<file path="config.mk">
export PLATFORM = sky130hd
export DESIGN_NAME = sign_mag_acc
export DESIGN_NICKNAME = d
export VERILOG_FILES = /design/src/rtl/sign_mag_pkg.sv /design/src/rtl/sign_mag_core.sv /design/src/rtl/sign_mag_acc.sv
export SDC_FILE = /design/constraint.sdc
export NUM_CORES = 1
export LEC_CHECK = 0
export BUFFER_PORTS_ARGS = -buffer_cell sky130_fd_sc_hd__buf_4
export CAP_MARGIN = 5
export CORE_UTILIZATION = 55
export DETAILED_ROUTE_END_ITERATION = 16
export PLACE_DENSITY = 0.82
export SLEW_MARGIN = 0
export SYNTH_ARGS = -nofsm -noshare
export SYNTH_HDL_FRONTEND = slang
export SYNTH_SLANG_ARGS = --single-unit
</file>
<file path="constraint.sdc">
create_clock -name clk -period 6.35 [get_ports clk]
set_input_delay 0.635 -clock clk [delete_from_list [all_inputs] [get_ports clk]]
set_output_delay 0.635 -clock clk [all_outputs]
set_load 0.05 [all_outputs]
</file>
<file path="src/rtl/sign_mag_pkg.sv">
// Shared helpers for the sign-magnitude datapath: field sizing and zero handling.
// Values travel through the helpers zero-extended to a wide word so one set serves any N.
package sign_mag_pkg;

  localparam int SM_W = 64;
  typedef logic [SM_W-1:0] sm_word_t;

  function automatic int sm_sign_idx(input int n);
    return n - 1;
  endfunction

  function automatic int sm_mag_bits(input int n);
    return n - 1;
  endfunction

  function automatic sm_word_t sm_mag_ones(input int n);
    return (sm_word_t'(1) << (n - 1)) - sm_word_t'(1);
  endfunction

  function automatic logic sm_is_zero(input sm_word_t value, input int n);
    return (value & sm_mag_ones(n)) == '0;
  endfunction

  // Any zero magnitude becomes +0 so -0 never reaches the compare or the output.
  function automatic sm_word_t sm_canon(input sm_word_t value, input int n);
    return sm_is_zero(value, n) ? '0 : value;
  endfunction

endpackage

</file>
<file path="src/rtl/sign_mag_core.sv">
// Combinational sign-magnitude adder with build-time wrap or saturate on overflow.
import sign_mag_pkg::*;

module sign_mag_core #(
  parameter int N        = 4,
  parameter bit SATURATE = 1'b0
) (
  input  logic [N-1:0] x,
  input  logic [N-1:0] y,
  output logic [N-1:0] res,
  output logic         ovf
);

  localparam int S = sm_sign_idx(N);
  localparam int M = sm_mag_bits(N);
  localparam logic [M-1:0] MAG_ONES = M'(sm_mag_ones(N));

  logic [N-1:0] w_x;
  logic [N-1:0] w_y;
  logic [M:0]   w_addMag;
  logic [M-1:0] w_mag;
  logic         w_sign;

  // Unlike signs subtract the smaller magnitude from the larger, so only like signs can overflow.
  always_comb begin
    w_x      = N'(sm_canon(sm_word_t'(x), N));
    w_y      = N'(sm_canon(sm_word_t'(y), N));
    w_addMag = {1'b0, w_x[M-1:0]} + {1'b0, w_y[M-1:0]};
    w_mag    = '0;
    w_sign   = 1'b0;
    ovf      = 1'b0;
    if (w_x[S] == w_y[S]) begin
      ovf    = w_addMag[M];
      w_mag  = (w_addMag[M] && SATURATE) ? MAG_ONES : w_addMag[M-1:0];
      w_sign = w_x[S];
    end else if (w_x[M-1:0] >= w_y[M-1:0]) begin
      w_mag  = w_x[M-1:0] - w_y[M-1:0];
      w_sign = w_x[S];
    end else begin
      w_mag  = w_y[M-1:0] - w_x[M-1:0];
      w_sign = w_y[S];
    end
    res = N'(sm_canon(sm_word_t'({w_sign, w_mag}), N));
  end

endmodule

</file>
<file path="src/rtl/sign_mag_acc.sv">
// Registered sign-magnitude adder/accumulator with valid/ready on both sides.
import sign_mag_pkg::*;

module sign_mag_acc #(
  parameter int N        = 4,
  parameter bit SATURATE = 1'b0
) (
  input  logic         clk,
  input  logic         reset,
  input  logic         in_valid,
  output logic         in_ready,
  input  logic [N-1:0] a,
  input  logic [N-1:0] b,
  input  logic         acc_mode,
  input  logic         clear,
  output logic         out_valid,
  input  logic         out_ready,
  output logic [N-1:0] sum,
  output logic         ovf,
  output logic         ovf_sticky
);

  logic [N-1:0] r_acc;
  logic [N-1:0] r_sum;
  logic         r_ovf;
  logic         r_outValid;
  logic         r_sticky;

  logic [N-1:0] w_x;
  logic [N-1:0] w_res;
  logic         w_ovf;
  logic         w_accept;

  assign in_ready = !r_outValid || out_ready;
  assign w_accept = in_valid && in_ready;
  // A clear arriving with an accumulate starts the new running sum from zero.
  assign w_x      = acc_mode ? (clear ? '0 : r_acc) : a;

  sign_mag_core #(.N(N), .SATURATE(SATURATE)) u_core (
    .x  (w_x),
    .y  (b),
    .res(w_res),
    .ovf(w_ovf)
  );

  always_ff @(posedge clk) begin
    if (reset) begin
      r_acc      <= '0;
      r_sum      <= '0;
      r_ovf      <= 1'b0;
      r_outValid <= 1'b0;
      r_sticky   <= 1'b0;
    end else begin
      if (w_accept) begin
        r_sum      <= w_res;
        r_ovf      <= w_ovf;
        r_outValid <= 1'b1;
      end else if (out_ready) begin
        r_outValid <= 1'b0;
      end

      if (w_accept && acc_mode) begin
        r_acc <= w_res;
      end else if (clear) begin
        r_acc <= '0;
      end

      // clear restarts the sticky history, keeping only an overflow accepted in the same cycle.
      if (clear) begin
        r_sticky <= w_accept && w_ovf;
      end else if (w_accept) begin
        r_sticky <= r_sticky || w_ovf;
      end
    end
  end

  assign out_valid  = r_outValid;
  assign sum        = r_sum;
  assign ovf        = r_ovf;
  assign ovf_sticky = r_sticky;

endmodule

</file>
Yosys cells after proc, flatten, opt, wreduce, memory -nomap -nowiden:

Index checks and enable logic that the tools add are counted.

* register bits: 11
* latch bits: 0
* memory bits (writable): 0
* bits in read-only memories: 0
* input port bits: 14
* logic and storage cells: 36
* memories kept: 0

* add/sub/neg operators: 3
* $mul: 0
* div/mod/pow operators: 0
* magnitude comparators: 1
* eq/ne operators: 1
* shifts and indexed selects: 0
* mux-type cells: 15
* bitwise operators: 0
* reductions and logical operators: 11

Operator list (number)
* $logic_not A64 Y1: 3
* $mux W4: 6
* $mux W1: 7
* $mux W3: 2
* $sub A3 B3 Y3: 2
* $add A3 B3 Y4: 1
* $reduce_bool A2 Y1: 2
* $ge A3 B3 Y1: 1
* $logic_and A1 B1 Y1: 3
* $logic_or A1 B1 Y1: 2
* $eq A1 B1 Y1: 1
* $logic_not A1 Y1: 1

Logic depth before layout (Yosys ltp):

Gate-level depths: netlist (run 1).

* depth in word-level cells: 10
* mapped depth: 11
* mapped depth without buffers: 11

Modules after synthesis:

A second synthesis (run 1) with hierarchy kept.

* cells, all modules: 103
* area total of the unflattened synthesis: 905.9 sq um

By module, submodules not included
* sign_mag_acc: times used 1, cells each 61, area each 530.5 sq um, sequential area each 220.2 sq um
* sign_mag_core: times used 1, cells each 42, area each 375.4 sq um, sequential area each 0.0 sq um

Worst setup path before layout (run 1):

OpenSTA, ideal clock, no wires.

* path type: input port to flip-flop
* from: input acc_mode
* to: register r_sum[3] (netlist: sum[3])
* library setup time: 125 ps
* arrival: 2783 ps
* setup slack: 3443 ps
* cell stages on the path: 11
* path buffers: 1
* cell sequence: buf_4 mux2i_2 inv_1 ha_1 inv_1 a221oi_4 mux2i_1 and4_4 or3_1 a211oi_2 o41ai_1

* longest elaborated chain between the ends: 8

RTL lines
* start, declared: RTL line sign_mag_acc.sv:14 `input logic acc_mode,`
* $mux W4 (*): RTL line sign_mag_acc.sv:37 `assign w_x = acc_mode ? (clear ? '0 : r_acc) : a;`
* $logic_not A64 Y1: RTL line sign_mag_pkg.sv:21 `return (value & sm_mag_ones(n)) == '0;`
* $mux W4 (*): RTL line sign_mag_pkg.sv:26 `return sm_is_zero(value, n) ? '0 : value;`
* $sub A3 B3 Y3 (tied with other cells): RTL line sign_mag_core.sv:40 `w_mag = w_y[M-1:0] - w_x[M-1:0];`
* $mux W3: RTL line sign_mag_core.sv:36 `end else if (w_x[M-1:0] >= w_y[M-1:0]) begin`
* $mux W3: RTL line sign_mag_core.sv:32 `if (w_x[S] == w_y[S]) begin`
* $logic_not A64 Y1: RTL line sign_mag_pkg.sv:21
* $mux W4 (*): RTL line sign_mag_pkg.sv:26
* end signal, assigned: RTL line sign_mag_acc.sv:55 `r_sum <= w_res;`
* end, declared: RTL line sign_mag_acc.sv:24 `logic [N-1:0] r_sum;`

Mark *: on every way between the ends. The rest lies on a longest branch, timed or not.
A chain may end at the register's enable or synchronous reset.

Final worst setup path (run 1):

* from: input clear
* to: register r_sum[3] (netlist: sum[3])

* longest elaborated chain between the ends: 9

RTL lines
* start, declared: RTL line sign_mag_acc.sv:15 `input logic clear,`
* $mux W4 (*)
* $mux W4 (*): RTL line sign_mag_acc.sv:37
* $logic_not A64 Y1: RTL line sign_mag_pkg.sv:21
* $mux W4 (*): RTL line sign_mag_pkg.sv:26
* $sub A3 B3 Y3 (tied with other cells): RTL line sign_mag_core.sv:40
* $mux W3: RTL line sign_mag_core.sv:36
* $mux W3: RTL line sign_mag_core.sv:32
* $logic_not A64 Y1: RTL line sign_mag_pkg.sv:21
* $mux W4 (*): RTL line sign_mag_pkg.sv:26

Marks and branches as above.

==> results of run 1 <==
## tightest hold or removal path: stages (launching register included)
cell     delay, ps
dfxtp_1        310
nand2_1         50
a21oi_1         60
## power by group through the flow
stage / combinational, mW / sequential, mW / clock, mW
CTS: 0.0809 / 0.0759 / 0.0495
finish: 0.0815 / 0.0760 / 0.0474
global route: 0.0882 / 0.0762 / 0.0524
floorplan: 0.0453 / 0.0888 / 0
global placement: 0.0782 / 0.0773 / 0
detailed placement: 0.0804 / 0.0775 / 0
## cell type report
cell class              count  area share (%)
clock buffers               4            2.40
inverters                  12            4.12
repair buffers             21            14.4
well taps                  16            1.83
multi-input cells          75            57.1
flip-flops and latches     11            20.1
## cell usage in the layout, fill, tap and decap left out, types with 2 or more instances in the layout
cell type and n:
buf_4 21, inv_1 12, dfxtp_1 11, nand2_1 10, ha_1 8, a21oi_1 7, mux2i_1 6, nand3b_1 4
nand2b_1 3, nor2_1 3, fa_1 3, clkbuf_4 3, and2b_1 2, nor2b_1 2, a21o_1 2, or3_1 2
mux2_2 2, nand3_1 2, o31ai_1 2, o41ai_1 2
## cells by family (layout without fill, tap and decap cells)
group | Yosys count | in the layout | share of synthesized area, %
adders and majority gates | 11 | 11 | 17.6
AOI/OAI and AO/OA | 22 | 22 | 19.8
DFF | 11 | 11 | 24.1
muxes | 9 | 9 | 10.6
buffers and inverters | 17 | 37 | 7.41
xor gates and xnor gates | 1 | 1 | 0.960
and+or+nand+nor | 32 | 32 | 19.6
## registers in the layout (all words and copies together) (netlist names)
signal / cells
r_acc: 4
sum: 4
out_valid: 1
ovf: 1
ovf_sticky: 1
## worst min path at each step
stage / slack (ps) / from / cells after the start / to
2_1_floorplan: 560 / r_acc[1] / 3 / r_acc[1]
3_3_place_gp: 440 / ovf / 2 / ovf
3_5_place_dp: 460 / ovf / 2 / ovf
4_1_cts: 470 / ovf / 2 / ovf
5_1_grt: 500 / ovf_sticky / 2 / ovf_sticky
6_report: 460 / ovf / 2 / ovf
## routing by layer
| metal | routed length (um) | track usage [%] | vias up |
|---|---|---|---|
| met4 | 9 | 6.88 | 0 |
| met1 | 972 | 32.4 | 381 |
| met2 | 982 | 40.3 | 20 |
| li1 | - | - | 397 |
| met5 | 0 | 0 | - |
| met3 | 94 | 8.09 | 2 |
## through the flow
| stage | hold slack [ps] | util (%) | total power, mW | instances |
|---|---|---|---|---|
| 5_1_grt | 500 | 71.8 | 0.217 | 139 |
| 6_report | 465 | 71.8 | 0.205 | 139 |
| 4_1_cts | 468 | 71.8 | 0.206 | 139 |
| 2_1_floorplan | 557 | - | 0.134 | 103 |
| 3_3_place_gp | 444 | 70.0 | 0.155 | 135 |
| 3_5_place_dp | 457 | 70.0 | 0.158 | 135 |
==> qor.csv, run 1 <==
metric,value,unit
RSZ-0062 raised after global routing,false,
Core Region,0.00152,mm^2
vias in the first global route,812,
DPL Wire Length,1.63,mm
setup TNS,0,ps
aggregate global-route resource usage,25.2,%
antenna cells,0,
Pleak,0.534,nW
Die Y-Extent,42.7,um
"worst slack, placed",3070,ps
Final setup viols,0,
Post-Syn Area,912,um^2
TritonCTS clock tree,done,
post-DR wirelength/cell,14.8,um
cell area after layout,0.00109,mm^2
CTS Root Cell,clkbuf_4,
multi-input logic area,624,um^2
pins over their slew limit,0,
Skew-Pair Late Insertion Delay,270,ps
Stages on worst setup path,12,
leading area contributor after synthesis,dfxtp_1,
final setup margin,3310,ps
initial antenna violation count,0,
"EDFF count, synth",0,
Crit path required time,6500,ps
Setup Crit Path Kind,primary input to register,
Worst Setup EP,sum[3],
r2r setup slk,3510,ps
Crit-path slowest cell,ha_1,
r2r startpoint,r_acc[2],
Syn-to-layout area delta,19.9,%
clock network power share,23.2,%
1st-iter DRT viols,22,
Comb pwr share,39.8,%
clock tree buffer depth,2,
final hold vios,0,
via count,800,
Die W,42.7,um
syn_area_per_cell,8.86,um^2
yosys warns,0,
Buffers & Inverters on Critical Path,3,
Least-Margin Pin Slew,439,ps
pwr dens,187,mW/mm^2
largest net degree at the start of global routing,16,
R2R Path End,sum[3],
total CTS buffers,3,
"Period Utilization, post-route",47.9,%
grt total ovfl,0,
Starting Density,59.9,%
Routed WL,2.06,mm
Post-CTS Resized,0,
Routed Antenna Nets,0,
Post-CTS Setup Bufs,0,
Switch Pwr,0.0739,mW
max cap viols,0,
DP Area,0.00107,mm^2
Final Net Count,149,
worst-path maximum fanout,6,
register area,220,um^2
syn nets,128,
startpoint types,primary input,
async set-reset flop share out of synthesis,0,%
min Tclk post-route,3040,ps
CP arrival,3200,ps
Pint,0.131,mW
number of port buffers,21,
H-tree Lvls,1,
Crit. End Element,register,
Crit path largest cell delay,390,ps
Top delay family on crit path,simple AND/OR/NAND/NOR gates,
DRC Markers,0,
post-synth top area share,24.1,%
CTS Hold Buffers Added,0,
Slew HR,70.6,%
register area share after synthesis,24.1,%
top post-synthesis cells by area,"dfxtp_1 24%, ha_1 11%, fa_1 6.6%, mux2i_1 6.6%, inv_1 4.9%",
vias per cell,5.76,
most frequent CP cell,inv_1,
Cells after Synth,103,
Final Skew,0.152,ps
Setup crit start,clear,
"count leader, synth",inv_1,
Post-synth top cells,"12 x inv_1, 11 x dfxtp_1, 10 x nand2_1",
CP cell instances,buf_4 -> and2b_1 -> mux2i_2 -> inv_1 -> ha_1 -> inv_1 -> a221oi_4 -> mux2i_1 -> and4_4 -> or3_1 -> a211oi_2 -> o41ai_1,
Die ar.,0.00183,mm^2
class of the worst hold path,register to register,
first-pass GRT wire length,3.49,mm
1st-pass router iterations,4,
cells on worst reg2reg path,11,
Clock Pin Slew Worst Setup and Hold Paths,70,ps
Main synth FF type,dfxtp_1,
# rows,14,
Peak Freq,0.329,GHz
clk sinks,11,
Filler cells,128,
Net Sw Frac,36.1,%
share of post-route cells with drive strength above 1,26.8,%
#FFs+latches synth,11,
io pins,22,
sequential fraction of design power,37.1,%
VDD IR-drop max,150,uV
Yosys cell types,35,
GP Congestion,0.932,
status,finished clean,
Power figures use the tool's default switching activity.
==> run 2, diff against run 1 <==
--- a/config.mk
+++ b/config.mk
@@ -5,11 +5,12 @@
 export SDC_FILE = /design/constraint.sdc
 export NUM_CORES = 1
 export LEC_CHECK = 0
+export ABC_AREA = 1
 export BUFFER_PORTS_ARGS = -buffer_cell sky130_fd_sc_hd__buf_4
 export CAP_MARGIN = 5
-export CORE_UTILIZATION = 55
+export CORE_UTILIZATION = 53
 export DETAILED_ROUTE_END_ITERATION = 16
-export PLACE_DENSITY = 0.82
+export PLACE_DENSITY = 0.78
 export SLEW_MARGIN = 0
 export SYNTH_ARGS = -nofsm -noshare
 export SYNTH_HDL_FRONTEND = slang
==> constraint.sdc (replaced) <==
create_clock -name clk -period 2.9 [get_ports clk]
set_input_delay 0.29 -clock clk [delete_from_list [all_inputs] [get_ports clk]]
set_output_delay 0.29 -clock clk [all_outputs]
set_load 0.05 [all_outputs]
==> qor.csv, run 2 <==
metric,value,unit,change
Main synth FF type,dfxtp_1,,
"worst slack, placed",607,ps,-2470 ps
Post-synth top cells,"30 x nand2_1, 18 x inv_1, 11 x dfxtp_1",,
"Period Utilization, post-route",71.2,%,
Least-Margin Pin Slew,356,ps,-82.3 ps
sequential fraction of design power,34.0,%,-3.1 points
Peak Freq,0.484,GHz,
vias in the first global route,783,,-3.6%
Clock Pin Slew Worst Setup and Hold Paths,70,ps,about the same
DRC Markers,0,,unchanged
Pleak,0.612,nW,+15%
Post-Syn Area,972,um^2,+6.6%
setup TNS,0,ps,unchanged
hold path startpoint,reset,,
share of post-route cells with drive strength above 1,34.4,%,+7.6 points
Starting Density,56.3,%,-3.5 points
post-DR wirelength/cell,10.6,um,-28%
Die ar.,0.00201,mm^2,+10%
GP Congestion,0.832,,-11%
Routed Antenna Nets,0,,unchanged
antenna cells,0,,unchanged
Slew HR,76.0,%,+5.5 points
most frequent CP cell,nand2_1,,
1st-pass router iterations,4,,unchanged
Cells after Synth,129,,+25%
r2r setup slk,830,ps,-2680 ps
final setup margin,834,ps,-2470 ps
R2R Path End,sum[3],,
Die W,44.8,um,+4.9%
Pint,0.297,mW,+130%
startpoint types,register,,
#FFs+latches synth,11,,unchanged
"most common cell after layout, fill and taps aside",nand2_1,,
pwr dens,419,mW/mm^2,+120%
DPL Wire Length,1.56,mm,-4.6%
1st-iter DRT viols,10,,-55%
# rows,15,,+1
Skew-Pair Late Insertion Delay,260,ps,about the same
syn_area_per_cell,7.54,um^2,-15%
clock tree buffer depth,2,,unchanged
min Tclk post-route,2070,ps,
Net Sw Frac,39.7,%,+3.7 points
Final Skew,1.78,ps,+1.63 ps
"count leader, synth",nand2_1,,
register area share after synthesis,22.7,%,-1.5 points
r2r startpoint,r_acc[0],,
post-synth top area share,22.7,%,-1.5 points
grt total ovfl,0,,unchanged
Post-CTS Resized,0,,unchanged
Crit path required time,3100,ps,-3400 ps
CP cell instances,nand2_1 -> nand2_1 -> nand2_2 -> inv_1 -> ha_1 -> inv_1 -> fa_1 -> inv_1 -> nand2_1 -> nand2_1 -> nand4_1 -> nand2_1 -> clkinv_1 -> nand3_2 -> nand2_2 -> nand3_2 -> nand2_2 -> a21oi_2,,
final hold vios,0,,unchanged
top sig layer,met3,,
hold path depth,2,,unchanged
status,finished clean,,
clk sinks,11,,unchanged
Setup Crit Path Kind,register to register,,
CTS Hold Buffers Added,0,,unchanged
TritonCTS clock tree,done,,
initial antenna violation count,0,,unchanged
Core Region,0.00173,mm^2,+13%
Comb pwr share,45.1,%,+5.3 points
worst hold endpoint,ovf,,
top post-synthesis cells by area,"dfxtp_1 23%, nand2_1 12%, ha_1 10%, inv_1 6.9%, fa_1 6.2%",,
io pins,22,,unchanged
CTS Root Cell,clkbuf_4,,
max cap viols,0,,unchanged
Crit path largest cell delay,380,ps,about the same
yosys warns,0,,unchanged
clock network power share,20.9,%,-2.3 points
number of port buffers,21,,unchanged
Metal-1 WL,932,um,-4.1%
"EDFF count, synth",0,,unchanged
total CTS buffers,3,,unchanged
vias per cell,4.78,,-17%
WL met3,80,um,-15%
"commonest non-fill, non-tap cells in the layout","30 x nand2_1, 21 x buf_4, 18 x inv_1",,
Switch Pwr,0.196,mW,+160%
VDD IR-drop max,288,uV,+93%
async set-reset flop share out of synthesis,0,%,unchanged
Post-CTS Setup Bufs,0,,unchanged
leading area contributor after synthesis,dfxtp_1,,
Routed met2 length,854,um,-13%
pins over their slew limit,0,,unchanged
Crit. End Element,register,,
Final setup viols,0,,unchanged
via count,841,,+5.1%
Final Net Count,177,,+19%
Syn-to-layout area delta,21.0,%,
aggregate global-route resource usage,21.7,%,-3.5 points
syn nets,154,,+20%
Crit-path slowest cell,fa_1,,
H-tree Lvls,1,,unchanged
first-pass GRT wire length,3.21,mm,-8.1%
Routed WL,1.87,mm,-9.3%
cells on worst reg2reg path,18,,+7
Die Y-Extent,44.8,um,+4.9%
worst-path maximum fanout,3,,-3
RSZ-0062 raised after global routing,false,,
Yosys cell types,27,,-23%
class of the worst hold path,primary input to register,,
CP arrival,2270,ps,-930 ps
largest net degree at the start of global routing,10,,-6
## run 2: cell count changes after synthesis, sizes merged, moves of 3 or more
cell and change:
a21oi +3, nor2b -3, o21ai +3, nand3 +8
mux2i -7, inv +11, nand3b -4, or2 +3
nand2b -3, nand2 +30
## run 2: routing by layer
layer | track usage (%) | vias up
met3 | 4.80 | 0
met1 | 30.0 | 375
met2 | 35.3 | 16
met5 | 0 | -
li1 | - | 450
met4 | 3.64 | 0
## run 2: power groups by stage
stage,combinational (mW),clock [mW],sequential [mW]
floorplan,0.139,0,0.200
detailed placement,0.222,0,0.171
global route,0.245,0.115,0.169
finish,0.222,0.103,0.167
global placement,0.216,0,0.171
CTS,0.224,0.107,0.168
## run 2: logic make-up (layout without fill, tap and decap cells)
family | after synthesis | after routing | share of synthesized area [%]
compound gates | 20 | 20 | 16.0
xor+xnor | 2 | 2 | 1.80
flops | 11 | 11 | 22.7
buf+inv | 27 | 49 | 10.4
fa+ha+maj | 11 | 11 | 16.5
simple gates | 58 | 58 | 32.7
## run 2: through the flow
step | instances | total power [mW] | area, um^2 | utilization [%] | hold slack [ps]
2_1_floorplan | 129 | 0.338 | 972 | - | 359
3_3_place_gp | 172 | 0.387 | 1150 | 66.6 | 452
3_5_place_dp | 172 | 0.394 | 1150 | 66.6 | 453
4_1_cts | 176 | 0.498 | 1180 | 68.1 | 207
5_1_grt | 176 | 0.529 | 1180 | 68.1 | 208
6_report | 176 | 0.492 | 1180 | 68.1 | 216
## run 2: how the worst max path moves through the flow
stage              from        to  slack (ps)
6_report       r_acc[0]    sum[3]         830
5_1_grt        r_acc[0]    sum[3]         580
3_5_place_dp   acc_mode  r_acc[3]         610
4_1_cts        r_acc[0]    sum[3]         800
3_3_place_gp   acc_mode  r_acc[3]         660
2_1_floorplan  acc_mode  r_acc[3]         950
## run 2: area by class of cell
type	instances	area, um^2
clock buffers	4	26.3
fillers	155	551
inverters	24	90.1
multi-input cells	91	651
flip-flops and latches	11	220
well taps	25	31.3
repair buffers	21	158
## run 2: critical path, delay by kind of cell (launching register included)
| family | cells | cell delay [ps] |
|---|---|---|
| AOI/OAI and AO/OA | 1 | 110 |
| buffers and inverters | 4 | 270 |
| and+or+nand+nor | 11 | 780 |
| DFF | 1 | 310 |
| adders and majority gates | 2 | 540 |
==> run 3, diff against run 2 <==
==> constraint.sdc (replaced) <==
create_clock -name clk -period 2.1 [get_ports clk]
set_input_delay 0.21 -clock clk [delete_from_list [all_inputs] [get_ports clk]]
set_output_delay 0.21 -clock clk [all_outputs]
set_load 0.05 [all_outputs]
==> qor.csv, run 3 (synthesized netlist as in run 2, its figures left out) <==
metric,value,unit,change
WHS,143,ps,-73.8 ps
largest net degree at the start of global routing,10,,unchanged
post-DR wirelength/cell,11.4,um,+7.1%
final hold vios,0,,unchanged
Routed Antenna Nets,0,,unchanged
Buffers & Inverters on Critical Path,4,,unchanged
RSZ-0062 raised after global routing,true,,
class of the worst hold path,primary input to register,,
Routed WL,2.07,mm,+11%
multi-input logic area,698,um^2,+7.3%
Top delay family on crit path,simple AND/OR/NAND/NOR gates,,
Slew HR,76.8,%,+0.74 points
worst-path maximum fanout,5,,+2
CTS Root Cell,clkbuf_4,,
Die W,44.8,um,unchanged
Core Region,0.00173,mm^2,unchanged
Final Net Count,183,,+3.4%
Crit path required time,2270,ps,-830 ps
Filler cells,139,,-10%
vias per cell,4.94,,+3.4%
Least-Margin Pin Slew,345,ps,-11.0 ps
Crit-path slowest cell,dfxtp_1,,
first-pass GRT wire length,2.98,mm,-7.1%
H-tree Lvls,1,,unchanged
Clock Pin Slew Worst Setup and Hold Paths,70,ps,about the same
total CTS buffers,3,,unchanged
Setup Crit Path Kind,register to register,,
CP arrival,2160,ps,-110 ps
fin cells,182,,+3.4%
Crit. End Element,register,,
"most common cell after layout, fill and taps aside",nand2_1,,
grt total ovfl,0,,unchanged
antenna cells,0,,unchanged
dpl cells,177,,+2.9%
setup TNS,0,ps,unchanged
# rows,15,,unchanged
clk sinks,11,,unchanged
Crit path largest cell delay,300,ps,-80 ps
Peak Freq,0.503,GHz,+4.0%
vias in the first global route,752,,-4.0%
Final Skew,2.96,ps,+1.18 ps
CP cell instances,nand2_1 -> nand2_1 -> nand2_2 -> inv_1 -> ha_1 -> a21oi_4 -> nand3_2 -> nand2_1 -> nand2_1 -> inv_2 -> nand3_2 -> nand2_2 -> buf_4 -> nand2_1 -> nand2_1 -> inv_1,,
"commonest non-fill, non-tap cells in the layout","28 x nand2_1, 27 x buf_4, 16 x inv_1",,
Starting Density,56.3,%,unchanged
"worst slack, placed",-33.0,ps,-640 ps
Pleak,0.645,nW,+5.3%
aggregate global-route resource usage,20.4,%,-1.3 points
1st-pass router iterations,5,,+1
GP Congestion,0.846,,+1.7%
VDD IR-drop max,624,uV,+120%
DRC Markers,0,,unchanged
via count,899,,+6.9%
register area,221,um^2,+0.57%
Skew-Pair Late Insertion Delay,270,ps,about the same
pwr dens,566,mW/mm^2,+35%
DPL Wire Length,1.60,mm,+2.5%
status,finished clean,,
startpoint types,register,,
Final setup viols,0,,unchanged
post-route core utilization,73.7,%,+5.6 points
io pins,22,,unchanged
min Tclk post-route,1990,ps,-78.8 ps
share of post-route cells with drive strength above 1,43.3,%,+8.9 points
Die Y-Extent,44.8,um,unchanged
Die ar.,0.00201,mm^2,unchanged
Syn-to-layout area delta,30.9,%,
most frequent CP cell,nand2_1,,
number of port buffers,21,,unchanged
TritonCTS clock tree,done,,
final setup margin,113,ps,-721 ps
max cap viols,0,,unchanged
"Period Utilization, post-route",94.6,%,+23 points
pins over their slew limit,0,,unchanged
1st-iter DRT viols,15,,+5
clock tree buffer depth,2,,unchanged
initial antenna violation count,0,,unchanged
## run 3: cell type report
type	instances	area share, %
multi-input combinational	91	54.9
sequential	11	17.4
timing repair buffer	27	15.9
inverter	24	7.28
tap	25	2.46
clock buffer	4	2.06
## run 3: worst paths after layout
path              slack, ps  cells past startpoint       start         end
setup / recovery        110                     16    r_acc[1]    r_acc[2]
setup reg to reg        110                     16    r_acc[1]    r_acc[2]
hold / removal          140                      2       reset         ovf
hold reg to reg         470                      2  ovf_sticky  ovf_sticky
## run 3: timing repair
action                     in CTS  in global routing
buffers inserted                0                  1
setup endpoints to repair       0                  4
hold buffers                    0                  0
resized for setup               0                 14
## run 3: worst register-to-register path, stage by stage (launching register included)
cell and delay [ps]:
dfxtp_1 300, nand2_1 80, nand2_1 70, nand2_2 130
inv_1 150, ha_1 250, a21oi_4 170, nand3_2 120
nand2_1 80, nand2_1 60, inv_2 60, nand3_2 70
nand2_2 100, buf_4 110, nand2_1 40, nand2_1 70
inv_1 40
## run 3: layer usage
| layer | vias to the layer above | part of all wire [%] | global-route usage [%] |
|---|---|---|---|
| met3 | 0 | 5.4 | 7.20 |
| met1 | 415 | 47 | 27.3 |
| met5 | - | 0 | 0 |
| met4 | 0 | 0 | 1.82 |
| li1 | 459 | - | - |
| met2 | 25 | 47 | 32.9 |
## run 3: stage by stage
| stage | cell area [um^2] | total power [mW] |
|---|---|---|
| after floorplan | 972 | 0.467 |
| after global placement | 1190 | 0.547 |
| after detailed placement | 1190 | 0.553 |
| after CTS | 1210 | 0.694 |
| after global routing | 1270 | 0.770 |
| final | 1270 | 0.721 |
## run 3: report_power, final
part           internal, mW  total, mW  switching [mW]
logic                 0.135      0.345           0.210
clock network        0.0736      0.144          0.0702
registers             0.225      0.232         0.00701
